--- config.mk ---
export PLATFORM = sky130hd
export DESIGN_NAME = serializador_palavra
export DESIGN_NICKNAME = d
export VERILOG_FILES = /design/src/rtl/serializador_palavra_pkg.sv /design/src/rtl/serializador_palavra_contador_bits.sv /design/src/rtl/serializador_palavra.sv
export SDC_FILE = /design/constraint.sdc
export NUM_CORES = 1
export LEC_CHECK = 0
export ABC_AREA = 1
export CORE_AREA = 2 2 39 41
export CTS_CLUSTER_DIAMETER = 50
export DETAILED_ROUTE_END_ITERATION = 12
export DIE_AREA = 0 0 41 43
export PLACE_DENSITY_LB_ADDON = 0.05
export RECOVER_POWER = 50
export SLEW_MARGIN = 20
export SYNTH_ARGS = -nofsm -noshare
export SYNTH_HDL_FRONTEND = slang
export SYNTH_SLANG_ARGS = --single-unit
--- constraint.sdc ---
create_clock -name clock -period 1.2 [get_ports clock]
set_input_delay 0.36 -clock clock [delete_from_list [all_inputs] [get_ports clock]]
set_output_delay 0.36 -clock clock [all_outputs]
set_load 0.03 [all_outputs]
--- src/rtl/serializador_palavra_pkg.sv ---
// Shared definitions for the word serializer: FSM encoding and counter sizing.
package serializador_palavra_pkg;

  localparam int unsigned LARGURA_PADRAO = 4;

  typedef enum logic [1:0] {
    OCIOSO     = 2'd0,
    DESLOCANDO = 2'd1,
    FINAL      = 2'd2
  } estado_t;

  // Bit-index counter width; never narrower than one bit.
  function automatic int unsigned largura_contador(input int unsigned largura);
    return (largura < 2) ? 1 : $clog2(largura);
  endfunction

endpackage

--- src/rtl/serializador_palavra_contador_bits.sv ---
// Bit-position counter: clears on load, counts up and saturates at LARGURA-1
// with a registered terminal flag.
module contador_bits
  import serializador_palavra_pkg::*;
#(
  parameter int unsigned LARGURA = LARGURA_PADRAO
) (
  input  logic                                 clock_i,
  input  logic                                 reset_i,
  input  logic                                 carregar_i,
  input  logic                                 incrementar_i,
  output logic [largura_contador(LARGURA)-1:0] valor_o,
  output logic                                 ultimo_o
);

  localparam int unsigned CW = largura_contador(LARGURA);

  logic [CW-1:0] valor_q;
  logic [CW-1:0] valor_d;
  logic          ultimo_q;

  always_comb begin
    valor_d = valor_q + CW'(1);
  end

  // The terminal flag is computed from the next value so it lines up with valor_q.
  always_ff @(posedge clock_i or posedge reset_i) begin
    if (reset_i) begin
      valor_q  <= '0;
      ultimo_q <= 1'b0;
    end else if (carregar_i) begin
      valor_q  <= '0;
      ultimo_q <= 1'b0;
    end else if (incrementar_i && !ultimo_q) begin
      valor_q  <= valor_d;
      ultimo_q <= (valor_d == CW'(LARGURA - 1));
    end
  end

  assign valor_o  = valor_q;
  assign ultimo_o = ultimo_q;

endmodule

--- src/rtl/serializador_palavra.sv ---
// Parallel-to-serial stage: accepts a word on valid/ready and shifts it out one
// bit per clock with a strobe, then pulses palavraCompleta for one cycle.
module serializador_palavra
  import serializador_palavra_pkg::*;
#(
  parameter int unsigned LARGURA      = LARGURA_PADRAO,
  parameter bit          MSB_PRIMEIRO = 1'b1
) (
  input  logic               clock,
  input  logic               reset,
  input  logic [LARGURA-1:0] dadoEntrada,
  input  logic               entradaValida,
  output logic               entradaPronta,
  output logic               novoBit,
  output logic               bitValido,
  output logic               palavraCompleta,
  output logic               ocupado
);

  localparam int unsigned CW = largura_contador(LARGURA);

  estado_t            estado_q;
  logic [LARGURA-1:0] buffer_q;
  logic [CW-1:0]      contador;
  logic [CW-1:0]      indice_d;
  logic               ultimo;
  logic               aceite;
  logic               incrementar;

  // Maps a transmission slot to the buffer bit according to the send order.
  function automatic logic bit_de(input logic [LARGURA-1:0] palavra,
                                  input logic [CW-1:0]      indice);
    logic [CW-1:0] pos;
    pos = MSB_PRIMEIRO ? (CW'(LARGURA - 1) - indice) : indice;
    return palavra[pos];
  endfunction

  assign entradaPronta = ~reset & ((estado_q == OCIOSO) | (estado_q == FINAL));
  assign aceite        = entradaValida & entradaPronta;
  assign incrementar   = (estado_q == DESLOCANDO) & ~ultimo;

  always_comb begin
    indice_d = contador + CW'(1);
  end

  contador_bits #(
    .LARGURA(LARGURA)
  ) u_contador (
    .clock_i      (clock),
    .reset_i      (reset),
    .carregar_i   (aceite),
    .incrementar_i(incrementar),
    .valor_o      (contador),
    .ultimo_o     (ultimo)
  );

  // Outputs are registered alongside the state so they always describe the current cycle.
  always_ff @(posedge clock or posedge reset) begin
    if (reset) begin
      estado_q        <= OCIOSO;
      buffer_q        <= '0;
      novoBit         <= 1'b0;
      bitValido       <= 1'b0;
      palavraCompleta <= 1'b0;
      ocupado         <= 1'b0;
    end else begin
      palavraCompleta <= 1'b0;
      case (estado_q)
        OCIOSO, FINAL: begin
          if (aceite) begin
            estado_q  <= DESLOCANDO;
            buffer_q  <= dadoEntrada;
            novoBit   <= bit_de(dadoEntrada, '0);
            bitValido <= 1'b1;
            ocupado   <= 1'b1;
          end else begin
            estado_q  <= OCIOSO;
            novoBit   <= 1'b0;
            bitValido <= 1'b0;
            ocupado   <= 1'b0;
          end
        end
        DESLOCANDO: begin
          if (ultimo) begin
            estado_q        <= FINAL;
            novoBit         <= 1'b0;
            bitValido       <= 1'b0;
            ocupado         <= 1'b0;
            palavraCompleta <= 1'b1;
          end else begin
            novoBit <= bit_de(buffer_q, indice_d);
          end
        end
        default: begin
          estado_q  <= OCIOSO;
          novoBit   <= 1'b0;
          bitValido <= 1'b0;
          ocupado   <= 1'b0;
        end
      endcase
    end
  end

endmodule

==> run metrics <==
fin area 769 um^2; worst rel slew slack about 57%; Synth Area in Simple Gates roughly a quarter; initial core utilization between 40% and 50%; worst hold path class in -> async; status complete, but fails checks; worst setup margin -86.6 ps; leakage power around 0.41 nW; post-synth top area cell dfrtp_1; CORE AREA ~0.0014 mm^2; Synth Register Bits 12; CP Cell Sequence nor2_4 -> buf_6; ratio of cells with drive above 1 in the final layout about two fifths; Clock transition at path regs roughly 70 ps; highest-delay cell along the critical path dfrtp_2; Synth Area in Compound Gates under 10%; post-synthesis mux area share 0%; routed vias 406; maximum fanout along the worst path 2; worst vdd ir 0.000968 V; CP arrival 930 ps; mapped cell area between 500 and 600 um^2; Routed WL 908 um; Max Fclk 0.777 GHz; Ys Warns 0; crit-path max cell delay about 430 ps; Post-Place Cells slightly below 90; DIE AREA between 0.0015 and 0.002 mm^2; synthesis-to-layout area growth 33.7%; Fin. Hold Viols 0; post-route ant nets 0; RSZ-0062 raised after global routing yes; antenna cells 0; drt drc 0; vias in the first global route between 300 and 400; # rows 14; register area share after synthesis between 50% and 60%; post-route clock period utilization 107%; Critical R2R Launch u_contador.valor_o[0]$_DFFE_PP0P_; routability cong. 0.765; initial antenna violation count 0; syn_nets 67; Worst R2R End novoBit$_DFF_PP0_; Placed Area 701 um^2; fin cells slightly above 90; CTS root buf clkbuf_4; largest net degree at the start of global routing 13; H-Tree Depth 1; Synth area leaders dfrtp_1, nand2_1, o21ai_2; DP Worst Slack -316 ps; max_cap viols 0; first-pass GRT wire length between 1.5 and 2 mm; kind of critical path reg -> out; Seq. cell area just over 300 um^2; worst slew pin tran between 600 and 700 ps; Clock Path Buffers 2; setup TNS -86.6 ps; drt first pass iters 4; failing checks negative setup slack; largest family of logic cells by synthesized area simple AND/OR/NAND/NOR gates; die width between 40 and 50 um; Num CTS Buffers 3; Sink Count 12; Post-layout nets slightly below 90; CP endpoint kind primary output; Synth top area share ~52%; total grt overflow 0; Layout fillers 122; DR vias/cell approximately 4.4; DP HPWL 686 um; Finished Core Util about 56%; CP Data Required Time approximately 840 ps; 1st-iter DRT viols 1; depth of the worst register-to-register path 7; fin. max-slew vios 0; Post-Synth Adder-Cell Area around 2.2%; Pwr Density about 2400 mW/mm^2; IO Pins 12; post-synth cell types 15; register-to-register setup slack 100 ps; total track usage between 10% and 20%; Worst setup SP type flip-flop; multi-input logic area 226 um^2; drt wl/cell approximately 9.8 um; later-pin clock latency in the skew report 270 ps; mean post-synth cell area around 9.8 um^2; CTS tree done; xor-xnor portion of the synthesized cell area 0%; skew final 5.52 ps; port buffer count 11; Die Y-Extent around 43 um; post-synthesis cell count just under 60; min cycle time layout between 1000 and 1500 ps; count of final setup violators 1
-- placed cells by master (no fill, tap or decap) --
master / instances
nand2_1: 12
dfrtp_1: 11
inv_1: 10
o21ai_2: 5
clkdlybuf4s50_1: 5
buf_4: 5
nand3_1: 4
nand2_2: 4
buf_6: 4
nand2_4: 3
clkbuf_4: 3
nor2_1: 2
nand3_2: 1
nor2_4: 1
o21ai_1: 1
clkinv_2: 1
inv_8: 1
ha_4: 1
dfrtp_2: 1
dlygate4sd2_1: 1
clkbuf_1: 1
-- layout make-up --
type	count	share of cell area, %
Clock buffer	3	2.93
Inverter	12	6.99
Multi-Input combinational cell	34	29.4
Sequential cell	12	39.2
Tap cell	16	2.60
Timing Repair Buffer	16	18.9
-- report_power, final --
group / internal [mW] / leakage [nW] / switching, mW
Sequential: 0.570 / 0.153 / 0.0807
Combinational: 0.407 / 0.242 / 0.519
Clock: 0.116 / 0.0138 / 0.125
Total: 1.09 / 0.408 / 0.724
-- routing by layer --
layer,wire (um),global-route usage [%],vias to the layer above
met3,37,7.85,0
met4,0,10.0,0
met2,458,19.4,10
li1,-,-,214
met5,0,0,-
met1,412,17.8,182
-- how the worst max path moves through the flow --
stage	from	end	slack, ps	depth (start not counted)
floorplan	u_contador.valor_o[0]$_DFFE_PP0P_	novoBit$_DFF_PP0_	110	7
global placement	reset	entradaPronta	-290	3
detailed placement	reset	entradaPronta	-320	3
CTS	estado_q[0]$_DFFE_PP0P_	entradaPronta	-160	2
global route	estado_q[0]$_DFFE_PP0P_	entradaPronta	-140	2
finish	estado_q[0]$_DFFE_PP0P_	entradaPronta	-90	2
-- what timing repair did --
action	CTS	global route
buffers inserted	2	1
gates cloned	0	0
resized for setup	3	4
setup endpoints to repair	3	5
pin swaps	1	1
hold buffers	0	0
-- kinds of logic (layout without fill, tap and decap cells) --
kind of cell             after synthesis  in the layout
AO/OA/AOI/OAI                          6              6
adder cells (fa/ha/maj)                1              1
buffers and inverters                 13             31
flip-flops                            12             12
AND/OR/NAND/NOR                       27             27
-- synth_stat cells, drive strengths merged --
cell type / count
buf: 1
clkinv: 1
dfrtp: 12
ha: 1
inv: 11
nand2: 19
nand3: 5
nor2: 3
o21ai: 6
-- state kept, by name, summed over array words and instances, names as in the netlist --
register and count:
palavraCompleta 1, u_contador.valor_o 2, u_contador.ultimo_o 1, novoBit 1, estado_q 2, buffer_q 4, ocupado 1
-- through the flow --
step / hold slack (ps) / total power, mW
6_report: 419 / 1.82
5_1_grt: 504 / 1.99
3_5_place_dp: 489 / 1.47
2_1_floorplan: 225 / 1.26
4_1_cts: 254 / 1.76
3_3_place_gp: 483 / 1.46
-- worst max-delay path, delay by kind of cell (launching register included) --
kind	cells	cell delay, ps
flip-flops	1	430
buffers and inverters	1	140
AND/OR/NAND/NOR	1	100
Note: power is estimated with default switching activity, not from simulation.
